===== src/rtl/pc_fetch_ctrl_pkg.sv =====
// Shared types and constants for the instruction-fetch sequencer.
package fetch_pkg;

    typedef enum logic [1:0] {
        IDLE  = 2'b00,
        FETCH = 2'b01,
        VALID = 2'b10,
        ERR   = 2'b11
    } fetch_state_t;

    typedef enum logic [1:0] {
        ERR_NONE     = 2'b00,
        ERR_MISALIGN = 2'b01,
        ERR_TIMEOUT  = 2'b10
    } fetch_err_t;

    localparam logic [31:0] INSTR_BYTES = 32'd4;

endpackage


===== src/rtl/pc_next_calc.sv =====
// Next-PC adder: sequential step or PC-relative signed offset, with word-alignment check.
module pc_next_calc
    import fetch_pkg::*;
(
    input  logic               [31:0] instr_pc,
    input  logic signed        [31:0] imm,
    input  logic                      seq_sel,
    output logic               [31:0] nxt,
    output logic                      misaligned
);

    // Modulo-2^32 addition; wrap past the top of the address space is intended.
    assign nxt        = seq_sel ? (instr_pc + INSTR_BYTES) : (instr_pc + $unsigned(imm));
    assign misaligned = |nxt[1:0];

endmodule


===== src/rtl/pc_fetch_ctrl.sv =====
// Fetch sequencer: owns the PC, runs the imem req/ack and decode valid/ready handshakes.
module pc_fetch_ctrl
    import fetch_pkg::*;
#(
    parameter logic [31:0] RESET_VECTOR = 32'h0000_0000,
    parameter int unsigned TIMEOUT      = 16
) (
    input  logic        clk,
    input  logic        rst,
    input  logic        halt,
    output logic        imem_req,
    output logic [31:0] imem_addr,
    input  logic        imem_ack,
    input  logic [31:0] imem_rdata,
    output logic        instr_valid,
    output logic [31:0] instr,
    output logic [31:0] instr_pc,
    input  logic        instr_ready,
    input  logic        branch_taken,
    input  logic [31:0] branch_imm,
    output logic        err,
    output logic [1:0]  err_code
);

    localparam int CNT_W = (TIMEOUT == 0) ? 1 : $clog2(TIMEOUT + 1);
    localparam logic [CNT_W-1:0] CNT_LAST = (TIMEOUT == 0) ? '0 : CNT_W'(TIMEOUT - 1);

    fetch_state_t     state_q, state_d;
    fetch_err_t       err_code_q, err_code_d;
    logic [31:0]      pc_q;
    logic [31:0]      instr_q;
    logic [31:0]      instr_pc_q;
    logic [CNT_W-1:0] wait_cnt;
    logic             req_q;
    logic [31:0]      nxt;
    logic             misaligned;
    logic             fetch_done;
    logic             accept;

    assign fetch_done = (state_q == FETCH) && imem_ack;
    assign accept     = (state_q == VALID) && instr_ready;

    pc_next_calc u_next (
        .instr_pc   (instr_pc_q),
        .imm        (branch_imm),
        .seq_sel    (!branch_taken),
        .nxt        (nxt),
        .misaligned (misaligned)
    );

    always_comb begin
        state_d    = state_q;
        err_code_d = err_code_q;
        case (state_q)
            IDLE: if (!halt) state_d = FETCH;
            FETCH: begin
                // An ack on the final allowed cycle still wins over the timeout.
                if (imem_ack) begin
                    state_d = VALID;
                end else if ((TIMEOUT != 0) && (wait_cnt == CNT_LAST)) begin
                    state_d    = ERR;
                    err_code_d = ERR_TIMEOUT;
                end
            end
            VALID: begin
                if (instr_ready) begin
                    if (misaligned) begin
                        state_d    = ERR;
                        err_code_d = ERR_MISALIGN;
                    end else begin
                        state_d = halt ? IDLE : FETCH;
                    end
                end
            end
            ERR:     state_d = ERR;
            default: state_d = IDLE;
        endcase
    end

    always_ff @(posedge clk or posedge rst) begin
        if (rst) begin
            state_q    <= IDLE;
            err_code_q <= ERR_NONE;
            req_q      <= 1'b0;
            pc_q       <= RESET_VECTOR;
            wait_cnt   <= '0;
            instr_q    <= '0;
            instr_pc_q <= '0;
        end else begin
            state_q    <= state_d;
            err_code_q <= err_code_d;
            req_q      <= (state_d == FETCH);
            if (fetch_done) begin
                instr_q    <= imem_rdata;
                instr_pc_q <= pc_q;
                wait_cnt   <= '0;
            end else if (state_q == FETCH) begin
                wait_cnt <= wait_cnt + CNT_W'(1);
            end
            // pc_q only ever advances to an aligned target, so ERR retains the last good PC.
            if (accept && !misaligned) pc_q <= nxt;
        end
    end

    assign imem_req    = req_q;
    assign imem_addr   = pc_q;
    assign instr_valid = (state_q == VALID);
    assign instr       = instr_q;
    assign instr_pc    = instr_pc_q;
    assign err         = (state_q == ERR);
    assign err_code    = err_code_q;

endmodule

===== config.mk =====
export PLATFORM = sky130hd
export DESIGN_NAME = pc_fetch_ctrl
export DESIGN_NICKNAME = d
export VERILOG_FILES = /design/src/rtl/pc_fetch_ctrl_pkg.sv /design/src/rtl/pc_next_calc.sv /design/src/rtl/pc_fetch_ctrl.sv
export SDC_FILE = /design/constraint.sdc
export NUM_CORES = 1
export LEC_CHECK = 0
export ABC_AREA = 1
export ABC_CLOCK_PERIOD_IN_PS = 3170
export CAP_MARGIN = 5
export CORE_MARGIN = 5
export CORE_UTILIZATION = 46
export CTS_CLUSTER_SIZE = 24
export DETAILED_ROUTE_END_ITERATION = 16
export GPL_TIMING_DRIVEN = 0
export PLACE_DENSITY = 0.88
export SLEW_MARGIN = 20
export SYNTH_ARGS = -nofsm -noshare
export SYNTH_HDL_FRONTEND = slang
export SYNTH_SLANG_ARGS = --single-unit

===== constraint.sdc =====
create_clock -name clk -period 3.17 [get_ports clk]
set_input_delay 0.4755 -clock clk [delete_from_list [all_inputs] [get_ports clk]]
set_output_delay 0.4755 -clock clk [all_outputs]
set_load 0.05 [all_outputs]

### After elaboration in Yosys (flattened, before gate mapping)

Cells that the tools add are included.

| storage, ports and cells | value |
|---|---|
| flip-flop bits (word level) | 106 |
| output and inout bits | 101 |

| cells by class | value |
|---|---|
| add/subtract/negate cells | 3 |
| eq/ne operators | 9 |
| mux-type cells | 15 |
| reductions and logical operators | 9 |

Operator list:

| kind | count |
|---|---|
| $add A32 B3 Y32 const B | 1 |
| $add A32 B32 Y32 | 1 |
| $mux W32 | 1 |
| $mux W2 | 9 |
| $mux W5 | 2 |
| $pmux W2 S4 | 1 |
| $ne A2 B1 Y1 const B | 3 |
| $add A5 B1 Y5 const B | 1 |
| $eq A5 B4 Y1 const B | 1 |
| $reduce_and A5 Y1 | 1 |
| $eq A2 B1 Y1 const B | 2 |
| $eq A2 B2 Y1 const B | 2 |
| $pmux W2 S2 | 1 |
| $reduce_bool A2 Y1 | 2 |
| $logic_and A1 B1 Y1 | 3 |
| $logic_not A2 Y1 | 1 |
| $ne A2 B2 Y1 const B | 1 |
| $reduce_or A2 Y1 | 1 |
| $logic_not A1 Y1 | 1 |
| $mux W1 | 1 |

### Depth between registers and ports, before layout

| depth | value |
|---|---|
| word-level depth | 7 |
| mapped depth | 15 |
| mapped depth without buffers | 15 |

### Cells and area by module

A second synthesis with hierarchy kept.

| unflattened totals | value |
|---|---|
| cells, all modules | 1205 |
| area total of the unflattened synthesis | 7651.1 µm² |

By module, submodules not included:

| module | times used | cells each | area each (µm²) | sequential area each (µm²) |
|---|---|---|---|---|
| pc_fetch_ctrl | 1 | 476 | 4145.2 | 2652.5 |
| pc_next_calc | 1 | 729 | 3505.9 | 0.0 |

### Least setup slack after synthesis

Ideal clock, no wire load.

| timing path | value |
|---|---|
| kind | register to register |
| from | reg instr_pc_q[0] (netlist: instr_pc[0]) |
| to | reg pc_q[7] (netlist: imem_addr[7]) |
| setup time | 0.126 ns |
| data arrival time | 2.273 ns |
| path slack | 0.772 ns |
| cell stages (with the launch flop) | 10 |
| period minus slack after synthesis | 2.398 ns |
| path through | dfrtp_1 -> ha_1 -> fa_1 -> or3_1 -> nand2_1 -> nand2_1 -> buf_6 -> buf_6 -> a21oi_1 -> a21oi_1 |

| between the ends | value |
|---|---|
| cells in the longest elaborated chain, start to end | 5 |
| elaborated cells on any way between the ends | 6 |

RTL lines:

| element | line | source |
|---|---|---|
| start: declaration | pc_fetch_ctrl.sv:32 | `logic [31:0] instr_pc_q;` |
| start signal: assignment | pc_fetch_ctrl.sv:95 | `instr_pc_q <= pc_q;` |
| $add A32 B3 Y32 or $add A32 B32 Y32 (tied branches) | pc_next_calc.sv:13 | `assign nxt = seq_sel ? (instr_pc + INSTR_BYTES) : (instr_pc + $unsigned(imm));` |
| $mux W32 * | pc_next_calc.sv:13 |  |
| $reduce_or A2 Y1 | pc_next_calc.sv:14 | `assign misaligned = \|nxt[1:0];` |
| $logic_not A1 Y1 | pc_fetch_ctrl.sv:101 | `if (accept && !misaligned) pc_q <= nxt;` |
| $logic_and A1 B1 Y1 | pc_fetch_ctrl.sv:101 |  |
| end signal: assignment | pc_fetch_ctrl.sv:101 |  |
| end: declaration | pc_fetch_ctrl.sv:30 | `logic [31:0] pc_q;` |

Every way passes the cells marked *; elsewhere a longest branch is shown, timed or not.
A chain may end at the register's enable or synchronous reset.

### Worst setup path in the final report

| timing path | value |
|---|---|
| from | in branch_imm[0] |
| to | reg pc_q[13] (netlist: imem_addr[13]) |

| between the ends | value |
|---|---|
| cells in the longest elaborated chain, start to end | 5 |

RTL lines:

| element | line | source |
|---|---|---|
| start: declaration | pc_fetch_ctrl.sv:20 | `input logic [31:0] branch_imm,` |
| $add A32 B32 Y32 * | pc_next_calc.sv:13 |  |
| $mux W32 * | pc_next_calc.sv:13 |  |
| $reduce_or A2 Y1 | pc_next_calc.sv:14 |  |
| $logic_not A1 Y1 | pc_fetch_ctrl.sv:101 |  |
| $logic_and A1 B1 Y1 | pc_fetch_ctrl.sv:101 |  |

Marks and branches as above.

==> parameters.txt <==
Parameter                              Value

Logic synthesis
  Warnings, synthesis ... 0
  Mean Syn Cell Area ... 7.15 µm²
  Syn Inst Count ... between 1000 and 1500
  Synthesized area ... between 7000 and 8000 µm²
  Unique cell type count in the Yosys netlist ... 44
  Net count after synthesis ... approximately 1100
  Number of storage elements in the synthesis netlist ... roughly 110
  Sequential fraction of the synthesis area ... 0.364

Cells and area
  Non-filler instance count after layout ... 1423
  Post-layout instance area ... approximately 9600 µm²
  Filler cell count in the final layout ... 1363
  # diodes ... 0
  Layout Nets ... ~1300
  Area growth from synthesis to layout ... 31.7%
  Post-Route Utilization ... 0.611
  Share of cells above drive strength 1 ... 0.0812

Timing
  Unrepaired setup endpoints after global routing ... no
  Final Worst Setup Slack ... between 0.6 and 0.7 ns
  Summed negative setup slack over all endpoints ... 0 ns
  Hold violation count in the final report ... 0
  Worst slew pin tran ... ~0.7 ns
  Min cycle time layout ... 2.56 ns
  Maximum clock frequency ... 390 MHz
  Portion of the clock cycle consumed by the worst path in the final layout ... 0.809
  Setup-violating endpoint count in the final report ... 0
  Final worst clock skew ... just under 0.008 ns
  Slew HR ... 0.527
  Fin. max-slew vios ... 0
  Hold slack ... roughly 0.42 ns

Power
  Leakage ... 4.71 nW
  Proportion of total power due to net switching ... 0.549
  P_int ... 4.91 mW
  Clock network power share ... 0.097
  Cell area power density ... 1140 nW/µm²
  Sequential cell fraction of total power ... 0.251
  Combinational cell fraction of total power ... 0.652
  P_sw ... roughly 6 mW
  Post-layout power ... 10.9 mW
  VDD IR-drop max ... 710 µV

Place
  Dpl hpwl ... around 19000 µm
  Dpl cells ... between 1000 and 1500
  Gp weighted congestion ... about 0.96
  Place WS ... 0.320 ns
  Post-DP Area ... approximately 9300 µm²
  Port Buffer Count ... 170

CTS
  Buffer count from post-CTS setup fixing ... 0
  Cts hold-fix bufs ... 0
  Clock tree root buffer cell ... sky130_fd_sc_hd__clkbuf_16
  Deepest clock path buffer count ... 2
  Clock latency of the later-clocked register in the worst-skew pair ... 0.35 ns
  Clock tree from TritonCTS ... done
  Clock-pin slew on the worst setup and hold paths ... about 0.07 ns
  Maximum level of the CTS H-tree ... 3
  Clk sinks ... around 110
  CTS buffer count ... 9
  # resized after CTS ... 0

Critical path
  Startpoint type of the worst setup path ... input port
  Critical path class ... in -> reg
  Internal reg-to-reg setup slack ... 0.71 ns
  Largest driver fanout on the critical path ... 10
  Endpoint of the worst-slack reg-to-reg timing path ... imem_addr[13]
  Worst endpoint required time ... roughly 3.4 ns
  Arrival time of data at the critical path endpoint ... roughly 2.8 ns
  Kind of end point of the critical path ... flop
  Logic depth of the worst register-to-register path ... 8
  R2r startpoint ... instr_pc[0]

Route
  Average routed wire per standard cell ... 16.8 µm
  DRC viols ... 0
  Count of antenna-violating nets left after detailed routing ... 0
  Pre-antenna DRT Iters ... 6
  DR vias/cell ... around 5.4
  Total Wirelength ... approximately 24000 µm
  Violation count after the first detailed-route iteration ... roughly 860
  Overall via count from detail_route ... 7632

Floorplanning
  Width of the chip ... around 140 µm
  Initial core utilization ... 0.464
  Overall die area ... between 15000 and 20000 µm²
  Height of the die ... around 140 µm
  I/O Pins ... between 150 and 200
  # rows ... 46
  Core Area ... 15700 µm²

Global route
  Wire length of the first global-routing pass ... 37100 µm
  GRT Residual Overflow ... 0
  Pin count of the biggest net entering global routing ... 35
  Initial antenna violation count ... 0
  GRT Resource Usage Total ... 0.257
  Vias in the first global route ... around 7400

Min path
  Min-Delay Path Class ... in -> async

Status
  Result of the run ... finished, final reports clean

Run
  Count of max-cap constraint violations ... 0
synthesized netlist by cell type (all sizes together):
master,number,share of area
nand2,290,0.15
inv,146,0.075
nor2,117,0.064
dfrtp,106,0.36
a21oi,90,0.063
nand3,58,0.040
ha,34,0.058
mux2,34,0.053
o21ai,30,0.021
nor3,20,0.018
xor2,18,0.022
buf,14,0.013
nand4,11,0.011
nand3b,9,0.0093
clkbuf,8,0.0041
a31oi,7,0.0060
a22oi,5,0.0065
o21bai,5,0.0052
and2,2,0.0021
o211ai,2,0.0021
o22ai,2,0.0017
or2,2,0.0017
a21o,1,0.0010
and3,1,0.00086
fa,1,0.0027
nand2b,1,0.00086
nor2b,1,0.00086
nor4,1,0.00086
o311ai,1,0.0012
or3,1,0.00086
xnor2,1,0.0012
cell usage in the layout (no fill, tap or decap), drive strengths merged, types with 2 or more instances in the layout:
master,synthesis,final
nand2,290,290
buf,14,17
inv,146,145
a22oi,5,5
o22ai,2,2
clkinv,0,2
nand3b,9,9
a31oi,7,7
o21ai,30,30
dfrtp,106,106
nand4,11,11
clkbuf,8,19
xor2,18,18
o211ai,2,2
clkinvlp,0,3
nor2,117,117
nor3,20,20
a21oi,90,90
clkdlybuf4s50,0,170
o21bai,5,5
nand3,58,58
ha,34,34
mux2,34,34
and2,2,2
or2,2,2
registers in the layout (all words and copies together), names as in the netlist:
register and flops:
err_code 2, instr 32, wait_cnt 5, instr_pc 32, imem_addr 32, state_q 2
imem_req 1
critical path, stage by stage:
cell and delay (ns):
sky130_fd_sc_hd__clkdlybuf4s50_1 0.47, sky130_fd_sc_hd__ha_1 0.18, sky130_fd_sc_hd__fa_1 0.42, sky130_fd_sc_hd__or3_1 0.38
sky130_fd_sc_hd__nand2_1 0.12, sky130_fd_sc_hd__nand2_1 0.11, sky130_fd_sc_hd__inv_2 0.14, sky130_fd_sc_hd__buf_2 0.31
sky130_fd_sc_hd__a31oi_1 0.16
how the worst max path moves through the flow:
| stage | start | end | depth (start not counted) |
|---|---|---|---|
| after floorplan | instr_pc[0] | imem_addr[7] | 9 |
| after global placement | branch_imm[0] | imem_addr[13] | 9 |
| after detailed placement | branch_imm[0] | imem_addr[13] | 9 |
| after CTS | branch_imm[0] | imem_addr[13] | 9 |
| after global routing | branch_imm[0] | imem_addr[2] | 10 |
| final | branch_imm[0] | imem_addr[13] | 9 |
layer usage:
metal	GRT usage	vias to the layer above	part of all wire
li1	-	3650	-
met1	0.319	3476	0.39
met2	0.427	415	0.46
met3	0.0603	91	0.11
met4	0.116	0	0.043
met5	0	-	0
power groups by stage:
stage / Combinational [mW] / Clock [mW] / Sequential (mW)
floorplan: 2.82 / 0 / 4.57
global placement: 6.91 / 0 / 2.69
detailed placement: 7.02 / 0 / 2.72
CTS: 7.08 / 1.06 / 2.71
global route: 7.62 / 1.12 / 2.80
finish: 7.10 / 1.06 / 2.73
area by class of cell:
type	count	area, µm²	share of cell area
Clock inverter	4	28.8	0.00300
Tap cell	216	270	0.0282
Clock buffer	11	243	0.0253
Inverter	146	552	0.0575
Multi-Input combinational cell	745	3960	0.413
Sequential cell	106	2650	0.276
Timing Repair Buffer	173	1760	0.184
Buffer	22	123	0.0128
cell families after synthesis:
family / after synthesis / synth area share
flip-flops: 106 / 0.364
multiplexers: 34 / 0.0525
buffers and inverters: 168 / 0.0920
AO/OA/AOI/OAI: 143 / 0.107
adder cells (fa/ha/maj): 35 / 0.0611
XOR/XNOR: 19 / 0.0228
AND/OR/NAND/NOR: 514 / 0.300
Note: power is estimated with default switching activity, not from simulation.
